**config.mk**
```make
export PLATFORM = sky130hd
export DESIGN_NAME = serial_add16
export DESIGN_NICKNAME = d
export VERILOG_FILES = /design/src/rtl/serial_add16_pkg.sv /design/src/rtl/gg.sv /design/src/rtl/serial_add16.sv
export SDC_FILE = /design/constraint.sdc
export NUM_CORES = 1
export LEC_CHECK = 0
export CORE_ASPECT_RATIO = 1.2
export CORE_MARGIN = 5
export CORE_UTILIZATION = 49
export CTS_BUF_LIST = sky130_fd_sc_hd__clkbuf_4 sky130_fd_sc_hd__clkbuf_8 sky130_fd_sc_hd__clkbuf_16
export DETAILED_ROUTE_END_ITERATION = 6
export PLACE_DENSITY = 0.78
export SYNTH_ARGS = -nofsm -noshare
export SYNTH_HDL_FRONTEND = slang
export SYNTH_SLANG_ARGS = --single-unit
```
**constraint.sdc**
```tcl
create_clock -name clk -period 6.3 [get_ports clk]
set_input_delay 1.26 -clock clk [delete_from_list [all_inputs] [get_ports clk]]
set_output_delay 1.26 -clock clk [all_outputs]
set_load 0.05 [all_outputs]
```
**src/rtl/serial_add16_pkg.sv**
```systemverilog
// Shared constants and FSM encoding for the nibble-serial 16-bit adder.
package serial_add16_pkg;

  localparam int unsigned NumNibbles = 4;
  localparam int unsigned NibbleW    = 4;
  localparam int unsigned DataW      = NumNibbles * NibbleW;
  localparam int unsigned IdxW       = 2;

  localparam logic [IdxW-1:0] LastIdx = IdxW'(NumNibbles - 1);

  typedef enum logic [1:0] {
    StIdle = 2'd0,
    StAdd  = 2'd1,
    StDone = 2'd2
  } state_e;

endpackage

```
**src/rtl/gg.sv**
```systemverilog
// 4-bit ripple-carry adder stage.
module gg (
  input  logic [3:0] a,
  input  logic [3:0] b,
  input  logic       Cin,
  output logic [3:0] s,
  output logic       Co
);

  // Ripple the carry bit by bit through four full adders.
  always_comb begin
    logic c;
    c = Cin;
    s = '0;
    for (int i = 0; i < 4; i++) begin
      s[i] = a[i] ^ b[i] ^ c;
      c    = (a[i] & b[i]) | (c & (a[i] ^ b[i]));
    end
    Co = c;
  end

endmodule

```
**src/rtl/serial_add16.sv**
```systemverilog
// Nibble-serial 16-bit adder: one 4-bit stage reused over four ADD cycles,
// valid/ready handshake on both sides, all outputs registered.
module serial_add16
  import serial_add16_pkg::*;
(
  input  logic             clk,
  input  logic             rst,
  input  logic             in_valid,
  output logic             in_ready,
  input  logic [DataW-1:0] a,
  input  logic [DataW-1:0] b,
  input  logic             cin,
  output logic             out_valid,
  input  logic             out_ready,
  output logic [DataW-1:0] sum,
  output logic             cout,
  output logic             ovf,
  output logic             busy
);

  state_e            state_q;
  logic [IdxW-1:0]   idx_q;
  logic [DataW-1:0]  a_q;
  logic [DataW-1:0]  b_q;
  logic              carry_q;
  logic              in_ready_q;
  logic              out_valid_q;
  logic              busy_q;
  logic [DataW-1:0]  sum_q;
  logic              cout_q;
  logic              ovf_q;

  logic [NibbleW-1:0] a_nib;
  logic [NibbleW-1:0] b_nib;
  logic [NibbleW-1:0] nib_s;
  logic               nib_co;
  logic               ovf_final;

  // Select the operand nibbles addressed by the current index.
  always_comb begin
    a_nib = a_q[NibbleW*idx_q +: NibbleW];
    b_nib = b_q[NibbleW*idx_q +: NibbleW];
  end

  gg u_stage (
    .a   (a_nib),
    .b   (b_nib),
    .Cin (carry_q),
    .s   (nib_s),
    .Co  (nib_co)
  );

  // Signed overflow judged on the top nibble's fresh result bit.
  assign ovf_final = (a_q[DataW-1] == b_q[DataW-1]) && (nib_s[NibbleW-1] != a_q[DataW-1]);

  // Control FSM with registered handshake and result outputs.
  always_ff @(posedge clk) begin
    if (rst) begin
      state_q     <= StIdle;
      idx_q       <= '0;
      a_q         <= '0;
      b_q         <= '0;
      carry_q     <= 1'b0;
      in_ready_q  <= 1'b1;
      out_valid_q <= 1'b0;
      busy_q      <= 1'b0;
      sum_q       <= '0;
      cout_q      <= 1'b0;
      ovf_q       <= 1'b0;
    end else begin
      case (state_q)
        StIdle: begin
          if (in_valid && in_ready_q) begin
            a_q        <= a;
            b_q        <= b;
            carry_q    <= cin;
            idx_q      <= '0;
            state_q    <= StAdd;
            in_ready_q <= 1'b0;
            busy_q     <= 1'b1;
          end
        end
        StAdd: begin
          sum_q[NibbleW*idx_q +: NibbleW] <= nib_s;
          carry_q <= nib_co;
          idx_q   <= idx_q + IdxW'(1);
          if (idx_q == LastIdx) begin
            state_q     <= StDone;
            out_valid_q <= 1'b1;
            cout_q      <= nib_co;
            ovf_q       <= ovf_final;
          end
        end
        StDone: begin
          if (out_ready) begin
            state_q     <= StIdle;
            out_valid_q <= 1'b0;
            in_ready_q  <= 1'b1;
            busy_q      <= 1'b0;
          end
        end
        default: begin
          // Unreachable encoding: recover to a clean idle.
          state_q     <= StIdle;
          idx_q       <= '0;
          out_valid_q <= 1'b0;
          in_ready_q  <= 1'b1;
          busy_q      <= 1'b0;
        end
      endcase
    end
  end

  assign in_ready  = in_ready_q;
  assign out_valid = out_valid_q;
  assign busy      = busy_q;
  assign sum       = sum_q;
  assign cout      = cout_q;
  assign ovf       = ovf_q;

endmodule

```
* After elaboration in Yosys (flattened, before gate mapping)
Index checks and enable logic that the tools add are counted.
Cells by class: equal/unequal tests 8, muxes and demuxes 17, $add $sub $neg 2, shifts and indexed selects 4, bitwise gates (word level) 23, reductions and logical operators 11
Operators by type and width (count):
- 4-bit negation with 34-bit output | 1
- 4-bit by 34-bit variable shift with 16-bit output, first input constant | 1
- 4-bit by 34-bit indexed part select with 16-bit output | 1
- 16-bit by 5-bit indexed part select with 4-bit output | 2
- 16-bit bitwise mux | 1
- 2-bit one-hot mux with 3 select lines | 2
- 1-bit one-hot mux with 3 select lines | 3
- 3-bit AND reduction | 3
- 1-bit bitwise AND | 8
- 2-bit two-way mux | 4
- 2-bit AND reduction | 4
- 1-bit bitwise XOR | 8
- 1-bit two-way mux | 6
- 2-bit inequality test, second input constant | 3
- 2-bit == test, second input constant | 2
- 1-bit bitwise OR | 4
- 1-bit inverter | 3
- 2-bit by 1-bit adder with 2-bit output, second input constant | 1
- 2-bit by 1-bit == test with 1-bit output, second input constant | 1
- 1-bit logical AND | 2
- 2-bit zero test | 1
- 1-bit one-hot mux with 2 select lines | 1
- 2-bit nonzero test | 1
- 1-bit == test | 1
- 1-bit inequality test | 1
Word-level totals: word-level logic and storage cells 76, input port bits 37, register bits 58

* Longest topological paths before layout
word-level depth 11, gate-level depth with buffers 11

* By module
A second synthesis with hierarchy kept.
Unflattened totals: cell total of the unflattened synthesis 294, area, all modules 2638.8 um2
By module, submodules not included:
- serial_add16 | seq. area each 1161.1 um2, area each 2521.2 um2, cells each 280, times used 1
- gg | seq. area each 0.0 um2, area each 117.6 um2, cells each 14, times used 1

* Worst setup path before layout
OpenSTA, ideal clock, no wires.
kind register to register, from reg idx_q[0], to reg ovf_q (netlist: ovf), setup time 0.132 ns, cell stages (with the launch flop) 12, data required time 6.168 ns, path buffers 1, arrival time 2.930 ns, slack 3.239 ns, path through dfxtp_1 buf_4 mux4_2 inv_1 fa_1 fa_1 inv_1 fa_1 fa_1 and3b_1 a211oi_1 nor3_1
On the way: longest elaborated chain between the ends 11
Ends and longest elaborated chain:
- start: declaration | RTL line serial_add16.sv:22 | logic [IdxW-1:0] idx_q;
- start signal: assignment | RTL line serial_add16.sv:86 | idx_q <= idx_q + IdxW'(1);
- 16-bit by 5-bit indexed part select with 4-bit output, on equally long branches | RTL line serial_add16.sv:41, serial_add16.sv:42
- 1-bit bitwise XOR | RTL line gg.sv:17 | c = (a[i] & b[i]) | (c & (a[i] ^ b[i]));
- 1-bit bitwise AND | RTL line gg.sv:17
- 1-bit bitwise OR | RTL line gg.sv:17
- 1-bit bitwise AND | RTL line gg.sv:17
- 1-bit bitwise OR | RTL line gg.sv:17
- 1-bit bitwise AND | RTL line gg.sv:17
- 1-bit bitwise OR | RTL line gg.sv:17
- 1-bit bitwise XOR | RTL line gg.sv:16 | s[i] = a[i] ^ b[i] ^ c;
- 1-bit inequality test | RTL line serial_add16.sv:54 | assign ovf_final = (a_q[DataW-1] == b_q[DataW-1]) && (nib_s[NibbleW-1] != a_q[DataW-1]);
- 1-bit logical AND | RTL line serial_add16.sv:54
- end signal: assignment | RTL line serial_add16.sv:91 | ovf_q <= ovf_final;
- end: declaration | RTL line serial_add16.sv:31 | logic ovf_q;
Several ways; a longest one is shown, not always the timed one. A chain may end at the register's enable or synchronous reset.

* Worst setup path after layout
Ends and elaborated chain as after synthesis.

==> flow_summary.toml <==
[logic_synthesis]
yosysTopAreaCellShare_pct = 44.6
async_flop_share_pct = 0
synth-edff-count = 0
netlist_instances = 289
syn_nets = 336
yosys-top-cells-area = "dfxtp_1 (45%), nand2_1 (11%), a21oi_1 (9.0%)"
syn_area_um2 = 2610
avgSynthCellArea_um2 = 9.02
yosysMostFrequentCell = "nand2_1"
synth-seq-cells = 58
ys_seq_area_share_pct = 44.6
synthTopCellsByCount = "nand2_1 (74), dfxtp_1 (58), a21oi_1 (47)"
yosys.area.top_type = "dfxtp_1"
ys.flop_type = "dfxtp_1"
yosysWarnings = 0
ys_types = 36

[clock_network]
htreeDepth = 3
clk-insertion-delay-late_ns = 0.33
clk_pin_slew_ns = 0.06
cts_made_buffers = 9
cts_hold_buf = 0
cts_resized = 0
cts_sinks = 58
clockBufferDepth = 2
postCtsSetupBuffers = 0
cts_tree = "done"
cts_root_buf = "clkbuf_8"

[route]
finalWirelength_mm = 5.56
drtAntennaViolNets = 0
route.vias.total = 2190
wire_per_inst_um = 13.7
drt_iter0_markers = 122
vias_per_cell = 5.41
dr.pass1.iters = 4
drc = 0

[setup_path]
cp.required_ns = 6.47
r2r_slack_ns = 2.85
cp_common_cell = "fa_1"
crit_arrival_ns = 3.62
start_kind = "register"
cp_num_cells = 10
crit_chain = "mux4_2 > inv_1 > fa_1 > fa_1 > inv_1 > fa_1 > fa_1 > and3b_1 > a211oi_1 > nor3_1"
end_kind = "register"
crit_fanout = 15
slowest_delay_ns = 0.76
criticalPathCategory = "reg -> reg"
cpLargestDelayFamily = "adder cells"
worstRegToRegCells = 10
crit_slowest_cell = "dfxtp_1"
cp_num_buf_inv = 2

[sta]
period_needed_ns = 3.45
tns_ns = 0
rsz0062_at_grt = "false"
skew_ns = 0.00443
hold_viol = 0
drv_slew = 0
setup_viol = 0
max_slew_margin_pct = 29.5
period_share_pct = 54.7
worstMarginPinSlew_ns = 1.06
fmax_mhz = 290

[pwr]
cellLeakagePower_nw = 1.19
switching_power_uw = 217
power_per_cell_area_nw_per_um2 = 252
swShare_pct = 25.7
ir_worst_vdd_mv = 0.150
p_clk_share_pct = 37.8
combPwrFrac_pct = 14.6
seq_power_share_pct = 47.6
power.internal_uw = 626

[grt]
grt_util_met2_pct = 26.2
grt_pass1_wl_mm = 9.17
grt_max_degree = 65
globalRouteMet3Util_pct = 3.70
antenna_found_initial = 0
gr-total-overflow = 0
use_met1_pct = 19.7
busiest_layer = "met2"
grt_use_total_pct = 16.5
grt_pass1_vias = 2019

[final_layout]
antenna_cells = 0
area_growth_pct = 28.1
post-route-util_pct = 63.9
final-seq-area_um2 = 1160
nets = 386
multi_input_area_um2 = 1280
drive_above_1_share_pct = 8.75
fillers = 472

[placement]
dp_hpwl_mm = 4.07
io_buffers = 57
globalplace.congestion = 0.789

[hold_path]
holdPathStages = 2
min_path_type = "reg -> reg"

[floorplan]
fp.dieW_um = 76.6
initial_core_util_pct = 49.9
io-pin-count = 58
die_h_um = 89.9
fp-row-count = 29
core-area_um2 = 5230
dieArea_um2 = 6880

[status]
status = "finished, final reports clean"

[job]
timing.max_cap.violations = 0
## cell families after synthesis
family / share of synthesized area, %
buffers and inverters: 6.24
adders and majority gates: 5.95
and+or+nand+nor: 22.0
muxes: 6.91
DFF: 44.6
AOI/OAI and AO/OA: 14.3
## metrics by stage
stage               std cells  hold slack [ns]  total power [mW]  cell area, um^2  worst slack (ns)
finish                    405            0.452             0.843             3340              2.85
global route              405            0.473             0.880             3340              2.61
CTS                       405            0.455             0.851             3340              2.81
detailed placement        390            0.447             0.533             3150              2.80
global placement          390            0.438             0.529             3150              2.91
floorplan                 289            0.433             0.490             2610              3.24
## metal layers
layer	share of wire (%)	wire, um	vias to the layer above
met5	0	0	-
met4	3.2	179	0
met3	5.8	322	16
met2	49	2700	65
met1	42	2360	1012
li1	-	-	1097
## layout by cell type, fill, tap and decap left out, types with 3 or more instances in the layout
cell type        count
o32ai_1              8
clkbuf_8            13
a21oi_1             47
nand3b_1             4
mux4_2               8
nand4_1              4
nor2_1               7
fa_1                 4
dfxtp_1             58
nand4b_1             4
nor2b_1              3
ha_1                 6
clkdlybuf4s50_1     56
nand2_1             74
nand2b_1             6
inv_1               15
## power groups by stage
| stage | clock [mW] | sequential, mW | combinational, mW |
|---|---|---|---|
| after global routing | 0.341 | 0.404 | 0.135 |
| after CTS | 0.326 | 0.401 | 0.124 |
| after detailed placement | 0 | 0.409 | 0.124 |
| final | 0.319 | 0.401 | 0.123 |
| after global placement | 0 | 0.408 | 0.121 |
| after floorplan | 0 | 0.410 | 0.0806 |
## state kept, by name, summed over array words and instances (netlist names)
signal	cells
b_q	16
ovf	1
out_valid	1
sum	16
idx_q	2
in_ready	1
a_q	16
state_q	2
busy	1
cout	1
carry_q	1
## final timing paths
| kind | to | startpoint |
|---|---|---|
| setup / recovery | ovf | idx_q[0] |
| hold / removal | sum[10] | sum[10] |
| setup reg to reg | ovf | idx_q[0] |
| hold reg to reg | sum[10] | sum[10] |
## worst min-delay path, delay by kind of cell (launching register included)
kind            cells  cell delay [ns]
flops               1             0.31
compound gates      1             0.05
simple gates        1             0.05
## final cells by class
cell class | count | area share [%]
Timing Repair Buffer | 58 | 17.2
Tap cell | 62 | 2.32
Sequential cell | 58 | 34.8
Inverter | 15 | 1.69
Multi-Input combinational cell | 197 | 38.4
Clock buffer | 13 | 5.36
Clock inverter | 2 | 0.300
Note: power is estimated with default switching activity, not from simulation.
